===== src/rtl/fetch_unit_pkg.sv =====
// Shared pipeline definitions for the instruction-fetch stage: reset/bubble
// defaults and the fetch FSM state encoding.
package fetch_unit_pkg;

  localparam logic [31:0] NOP_INSTR_DEF = 32'h0000_0013;
  localparam logic [63:0] RESET_PC_DEF  = 64'h0;
  localparam int unsigned PC_STEP_DEF   = 4;

  typedef enum logic [1:0] {
    ST_FETCH = 2'd0,
    ST_WAIT  = 2'd1,
    ST_FULL  = 2'd2,
    ST_DRAIN = 2'd3
  } fetch_state_e;

endpackage


===== src/rtl/fetch_unit_if.sv =====
// Instruction-memory channel between the fetch unit (master) and the
// instruction memory (slave).
interface fetch_unit_if #(
  parameter int BUS_WIDTH   = 64,
  parameter int INSTR_WIDTH = 32
) ();

  // Request: a transfer happens on a rising edge where imem_req_valid and
  // imem_req_ready are both high; once valid is raised, imem_addr holds until
  // accepted (only a redirect may withdraw it). Response: imem_resp_valid is a
  // one-cycle pulse carrying imem_resp_data, with no back-pressure.
  logic                   imem_req_valid;
  logic                   imem_req_ready;
  logic [BUS_WIDTH-1:0]   imem_addr;
  logic                   imem_resp_valid;
  logic [INSTR_WIDTH-1:0] imem_resp_data;

  modport master (
    output imem_req_valid,
    output imem_addr,
    input  imem_req_ready,
    input  imem_resp_valid,
    input  imem_resp_data
  );

  modport slave (
    input  imem_req_valid,
    input  imem_addr,
    output imem_req_ready,
    output imem_resp_valid,
    output imem_resp_data
  );

endinterface


===== src/rtl/fetch_unit.sv =====
// Instruction-fetch stage: owns the PC, issues one memory request at a time,
// buffers the returned word and feeds {pc, instr} into the IF/ID register.
module fetch_unit
  import fetch_unit_pkg::*;
#(
  parameter int                     BUS_WIDTH   = 64,
  parameter int                     INSTR_WIDTH = 32,
  parameter logic [BUS_WIDTH-1:0]   RESET_PC    = BUS_WIDTH'(RESET_PC_DEF),
  parameter int unsigned            PC_STEP     = PC_STEP_DEF,
  parameter logic [INSTR_WIDTH-1:0] NOP_INSTR   = INSTR_WIDTH'(NOP_INSTR_DEF)
) (
  input  logic                   clk,
  input  logic                   rst,
  input  logic                   stall,
  input  logic                   redirect,
  input  logic [BUS_WIDTH-1:0]   redirect_pc,
  fetch_unit_if.master           imem,
  output logic [BUS_WIDTH-1:0]   out_pc,
  output logic [INSTR_WIDTH-1:0] out_instr,
  output logic                   out_valid,
  output fetch_state_e           dbg_state
);

  fetch_state_e           state_q, state_d;
  logic [BUS_WIDTH-1:0]   pc_q, pc_d;
  logic [BUS_WIDTH-1:0]   req_pc_q, req_pc_d;
  logic [BUS_WIDTH-1:0]   buf_pc_q, buf_pc_d;
  logic [INSTR_WIDTH-1:0] buf_instr_q, buf_instr_d;

  logic                   req_fire;
  logic                   resp;
  logic [BUS_WIDTH-1:0]   redirect_target;

  // A redirect in FETCH withdraws the request so no stale address is issued.
  assign imem.imem_req_valid = (state_q == ST_FETCH) && !redirect && !rst;
  assign imem.imem_addr      = pc_q;
  assign req_fire            = imem.imem_req_valid && imem.imem_req_ready;
  assign resp                = imem.imem_resp_valid;
  assign redirect_target     = redirect_pc & ~BUS_WIDTH'(3);

  always_comb begin
    state_d     = state_q;
    pc_d        = pc_q;
    req_pc_d    = req_pc_q;
    buf_pc_d    = buf_pc_q;
    buf_instr_d = buf_instr_q;
    case (state_q)
      ST_FETCH: begin
        if (req_fire) begin
          req_pc_d = pc_q;
          pc_d     = pc_q + BUS_WIDTH'(PC_STEP);
          state_d  = ST_WAIT;
        end
      end
      ST_WAIT: begin
        if (redirect) begin
          state_d = resp ? ST_FETCH : ST_DRAIN;
        end else if (resp) begin
          buf_instr_d = imem.imem_resp_data;
          buf_pc_d    = req_pc_q;
          state_d     = ST_FULL;
        end
      end
      ST_FULL: begin
        if (redirect || !stall) state_d = ST_FETCH;
      end
      ST_DRAIN: begin
        if (resp) state_d = ST_FETCH;
      end
      default: state_d = ST_FETCH;
    endcase
    // Redirect outranks everything, including a stalled IF/ID.
    if (redirect) pc_d = redirect_target;
  end

  always_ff @(posedge clk) begin
    if (rst) begin
      state_q     <= ST_FETCH;
      pc_q        <= RESET_PC;
      req_pc_q    <= RESET_PC;
      buf_pc_q    <= RESET_PC;
      buf_instr_q <= NOP_INSTR;
    end else begin
      state_q     <= state_d;
      pc_q        <= pc_d;
      req_pc_q    <= req_pc_d;
      buf_pc_q    <= buf_pc_d;
      buf_instr_q <= buf_instr_d;
    end
  end

  assign out_valid = (state_q == ST_FULL);
  assign out_instr = out_valid ? buf_instr_q : NOP_INSTR;
  assign out_pc    = buf_pc_q;
  assign dbg_state = state_q;

  // Responses are only legal while a request is outstanding.
  resp_only_when_outstanding: assert property (
    @(posedge clk) disable iff (rst)
      !(imem.imem_resp_valid && (state_q == ST_FETCH || state_q == ST_FULL))
  );

endmodule


===== src/flat_wrapper.sv =====
// flat-port wrapper written by rule: the top's interface ports become plain ports
module fetch_unit_flat import fetch_unit_pkg::*;
#(
  parameter int                     BUS_WIDTH   = 64,
  parameter int                     INSTR_WIDTH = 32,
  parameter logic [BUS_WIDTH-1:0]   RESET_PC    = BUS_WIDTH'(RESET_PC_DEF),
  parameter int unsigned            PC_STEP     = PC_STEP_DEF,
  parameter logic [INSTR_WIDTH-1:0] NOP_INSTR   = INSTR_WIDTH'(NOP_INSTR_DEF)
)
  (clk, rst, stall, redirect, redirect_pc, out_pc, out_instr, out_valid, dbg_state, imem_imem_req_valid, imem_imem_addr, imem_imem_req_ready, imem_imem_resp_valid, imem_imem_resp_data);
  fetch_unit_if #(.BUS_WIDTH(BUS_WIDTH), .INSTR_WIDTH(INSTR_WIDTH)) imem_i ();
  input  logic clk;
  input  logic rst;
  input  logic stall;
  input  logic redirect;
  input  logic [BUS_WIDTH-1:0] redirect_pc;
  output logic [BUS_WIDTH-1:0] out_pc;
  output logic [INSTR_WIDTH-1:0] out_instr;
  output logic out_valid;
  output fetch_state_e dbg_state;
  output wire logic [$bits(imem_i.imem_req_valid)-1:0] imem_imem_req_valid;
  output wire logic [$bits(imem_i.imem_addr)-1:0] imem_imem_addr;
  input wire logic [$bits(imem_i.imem_req_ready)-1:0] imem_imem_req_ready;
  input wire logic [$bits(imem_i.imem_resp_valid)-1:0] imem_imem_resp_valid;
  input wire logic [$bits(imem_i.imem_resp_data)-1:0] imem_imem_resp_data;
  assign imem_imem_req_valid = imem_i.imem_req_valid;
  assign imem_imem_addr = imem_i.imem_addr;
  assign imem_i.imem_req_ready = imem_imem_req_ready;
  assign imem_i.imem_resp_valid = imem_imem_resp_valid;
  assign imem_i.imem_resp_data = imem_imem_resp_data;
  fetch_unit #(.BUS_WIDTH(BUS_WIDTH), .INSTR_WIDTH(INSTR_WIDTH), .RESET_PC(RESET_PC), .PC_STEP(PC_STEP), .NOP_INSTR(NOP_INSTR)) u_core (.clk(clk), .rst(rst), .stall(stall), .redirect(redirect), .redirect_pc(redirect_pc), .imem(imem_i), .out_pc(out_pc), .out_instr(out_instr), .out_valid(out_valid), .dbg_state(dbg_state));
endmodule

===== config.mk =====
export PLATFORM = sky130hd
export DESIGN_NAME = fetch_unit_flat
export DESIGN_NICKNAME = d
export VERILOG_FILES = /design/src/rtl/fetch_unit_pkg.sv /design/src/rtl/fetch_unit_if.sv /design/src/rtl/fetch_unit.sv /design/src/flat_wrapper.sv
export SDC_FILE = /design/constraint.sdc
export NUM_CORES = 1
export LEC_CHECK = 0
export BUFFER_PORTS_ARGS = -buffer_cell sky130_fd_sc_hd__buf_2
export CELL_PAD_IN_SITES_DETAIL_PLACEMENT = 1
export CELL_PAD_IN_SITES_GLOBAL_PLACEMENT = 1
export CORE_UTILIZATION = 40
export DETAILED_ROUTE_END_ITERATION = 10
export PLACE_DENSITY_LB_ADDON = 0.08
export SYNTH_ARGS = -nofsm -noshare
export SYNTH_HDL_FRONTEND = slang
export SYNTH_SLANG_ARGS = --single-unit

===== constraint.sdc =====
create_clock -name clk -period 6.9 [get_ports clk]
set_input_delay 0.69 -clock clk [delete_from_list [all_inputs] [get_ports clk]]
set_output_delay 0.69 -clock clk [all_outputs]
set_load 0.02 [all_outputs]

==> reports/summary.txt <==
first-pass GRT wire length = 50,000 um
antenna violations before repair = 3
drt drc = 0
MaxCap Viol Count = 0
largest net degree at the start of global routing = 130
setup bufs post-CTS = 0
top-count cell post-synth = nand2_1
R2R setup slack = 3.67 ns
Final min period = 3.27 ns
most common library cells after synthesis = nand2_1 (376), dfxtp_1 (220), a21oi_1 (186)
Overflow after GRT = 0
Setup Total Neg Slack = 0 ns
cts hold-fix bufs = 0
H-tree depth = 1
CTS max path bufs = 3
Setup Skew = 0.0126 ns
fmax = 0.306 GHz
Worst EP arrival = 3.66 ns
Synth top area share = 46.4%
Post-CTS Resized = 0
final WL = 32,000 um
worst min-delay path class = in2reg
vias in the first global route = 9,228
number of flops mapped to enable cells by yosys = 0
status = finished, final reports clean
row count = 55
PD cells = 249 mW/mm2
final non-filler cell total = 1,785
fraction of registers with async set or reset after synthesis = 0%
Placed Cells incl. Taps = 1,738
worst path required time = 7.29 ns
worst ir drop on vdd = 193 uV
register area share after synthesis = 46.4%
post-synth top area cell = dfxtp_1
die area = 0.0243 mm2
Worst slew margin = 25.4%
IO Pins = 266
Clock Sinks = 220
worst setup margin = 3.63 ns
Nets = 1,555
crit path kind = in2reg
Syn Area/Cell = 7.53 um2
synth unique cells = 56
DP HPWL = 21,200 um
Worst setup SP type = primary input
Setup-failing EPs final = 0
Synth Instances = 1,260
Via density = 5.39
Hold Violations, Final = 0
core box area = 0.0230 mm2
remaining antenna violation count = 0
chip height = 156 um
Initial Util = 41.3%
Final Instance Area = 0.0117 mm2
Leak = 4.57 nW
Tcrit/Tclk final = 47.4%
Die Width = 156 um
Skew-Pair Late Insertion Delay = 0.54 ns
crit end category = flip-flop
CTS buffer count = 25
#FFs+latches synth = 220
drt first pass iters = 5
CTS tree = done
All-Layer GR Usage = 25.5%
Top FF cell, synth = dfxtp_1
vias post-DR = 9,621
dominant cells by area after synthesis = dfxtp_1 (46%), nand2_1 (15%), a21oi_1 (9.8%)
PortBufs = 259
worst slew pin tran = 1.11 ns
drt wl/cell = 17.9 um
Area Overhead vs Synth = 23.4%
fraction of layout cells with a size suffix above 1 = 21.8%
Max Slew Vio Count = 0
Post-Syn Area = 0.00949 mm2
clk slew on worst S/H paths = 0.06 ns
Synth Warn # = 0
CTS root buf = clkbuf_16
GPL Wtd Cong = 0.818
Setup WS pre-CTS = 3.15 ns
unrepaired setup endpoints after global routing = no
CP Max Fanout = 129
placed cell area = 0.0109 mm2
fin util = 50.9%
DRT iter0 DRCs = 579
placed cells by master (no fill, tap or decap), types with 4 or more instances in the layout:
cell and instances:
o22ai_1 9, xor2_1 9, buf_4 10, dfxtp_1 220, inv_1 6, o21ai_0 30
clkbuf_1 4, and4_1 6, a21oi_1 186, xnor2_1 7, conb_1 4, buf_2 258
mux2_2 4, nand3_1 32, o311ai_0 4, and3_1 15, a22oi_1 13, nor4_1 10
a31oi_1 29, nand2_1 375, o211ai_1 8, or4_1 4, and2_1 38, nor3_1 17
o21a_1 4, clkbuf_8 8, clkbuf_16 25, nor2_1 45, nand2b_1 4, diode_2 4
or3_1 9, nand4_1 25, nand3b_1 5
kinds of logic after synthesis:
| group | Yosys count | share of synthesized area [%] |
|---|---|---|
| xor gates and xnor gates | 16 | 1.48 |
| and+or+nand+nor | 602 | 28.6 |
| other | 1 | 0.0395 |
| adders and majority gates | 1 | 0.132 |
| buffers and inverters | 113 | 4.77 |
| muxes | 4 | 0.475 |
| AOI/OAI and AO/OA | 303 | 18.0 |
| DFF | 220 | 46.4 |
state kept, by name, indices dropped and copies added, names as in the netlist:
signal                 cells
u_core.dbg_state           2
u_core.out_pc             62
u_core.req_pc_q           62
u_core.imem.imem_addr     62
u_core.buf_instr_q        32
metrics by stage:
step	hold slack [ns]	power, mW
6_report	0.364	2.92
2_1_floorplan	0.429	1.51
5_1_grt	0.374	3.03
3_5_place_dp	0.442	1.61
4_1_cts	0.352	2.95
3_3_place_gp	0.438	1.61
routing by layer:
layer  vias up  part of all wire [%]  track usage [%]
met5         -                     0                0
met1      4615                    48             36.0
met3        45                   4.8             3.31
li1       4696                     -                -
met4         0                   2.2             8.08
met2       265                    45             40.1
worst max-delay path, stage by stage:
cell and delay (ns):
buf_6 0.73, nor4_1 0.23, nand2_4 0.72, buf_4 0.62, o21ai_0 0.22, a221oi_1 0.27, nor2_1 0.06
power breakdown:
group / switching [mW] / total [mW] / internal [mW] / leakage, nW
Clock: 0.540 / 1.33 / 0.792 / 0.408
Sequential: 0.0587 / 1.36 / 1.30 / 1.79
Combinational: 0.148 / 0.226 / 0.0775 / 2.38
Total: 0.747 / 2.92 / 2.17 / 4.57
worst paths after layout:
check / from / cells past startpoint / end
max: rst / 7 / u_core.imem.imem_addr[10]
min: redirect_pc[55] / 3 / u_core.imem.imem_addr[55]
max reg2reg: u_core.imem.imem_addr[3] / 7 / u_core.imem.imem_addr[42]
min reg2reg: u_core.buf_instr_q[15] / 2 / u_core.buf_instr_q[15]
area by class of cell:
type	instances	area [um2]
antenna	4	10.0
clock buffer	37	751
multi-input combinational	930	4670
tap	313	392
fill	2966	11300
clock inverter	6	78.8
sequential	220	4400
timing repair buffer	269	1380
inverter	6	22.5
No activity file was read; power rests on OpenSTA's default activity.
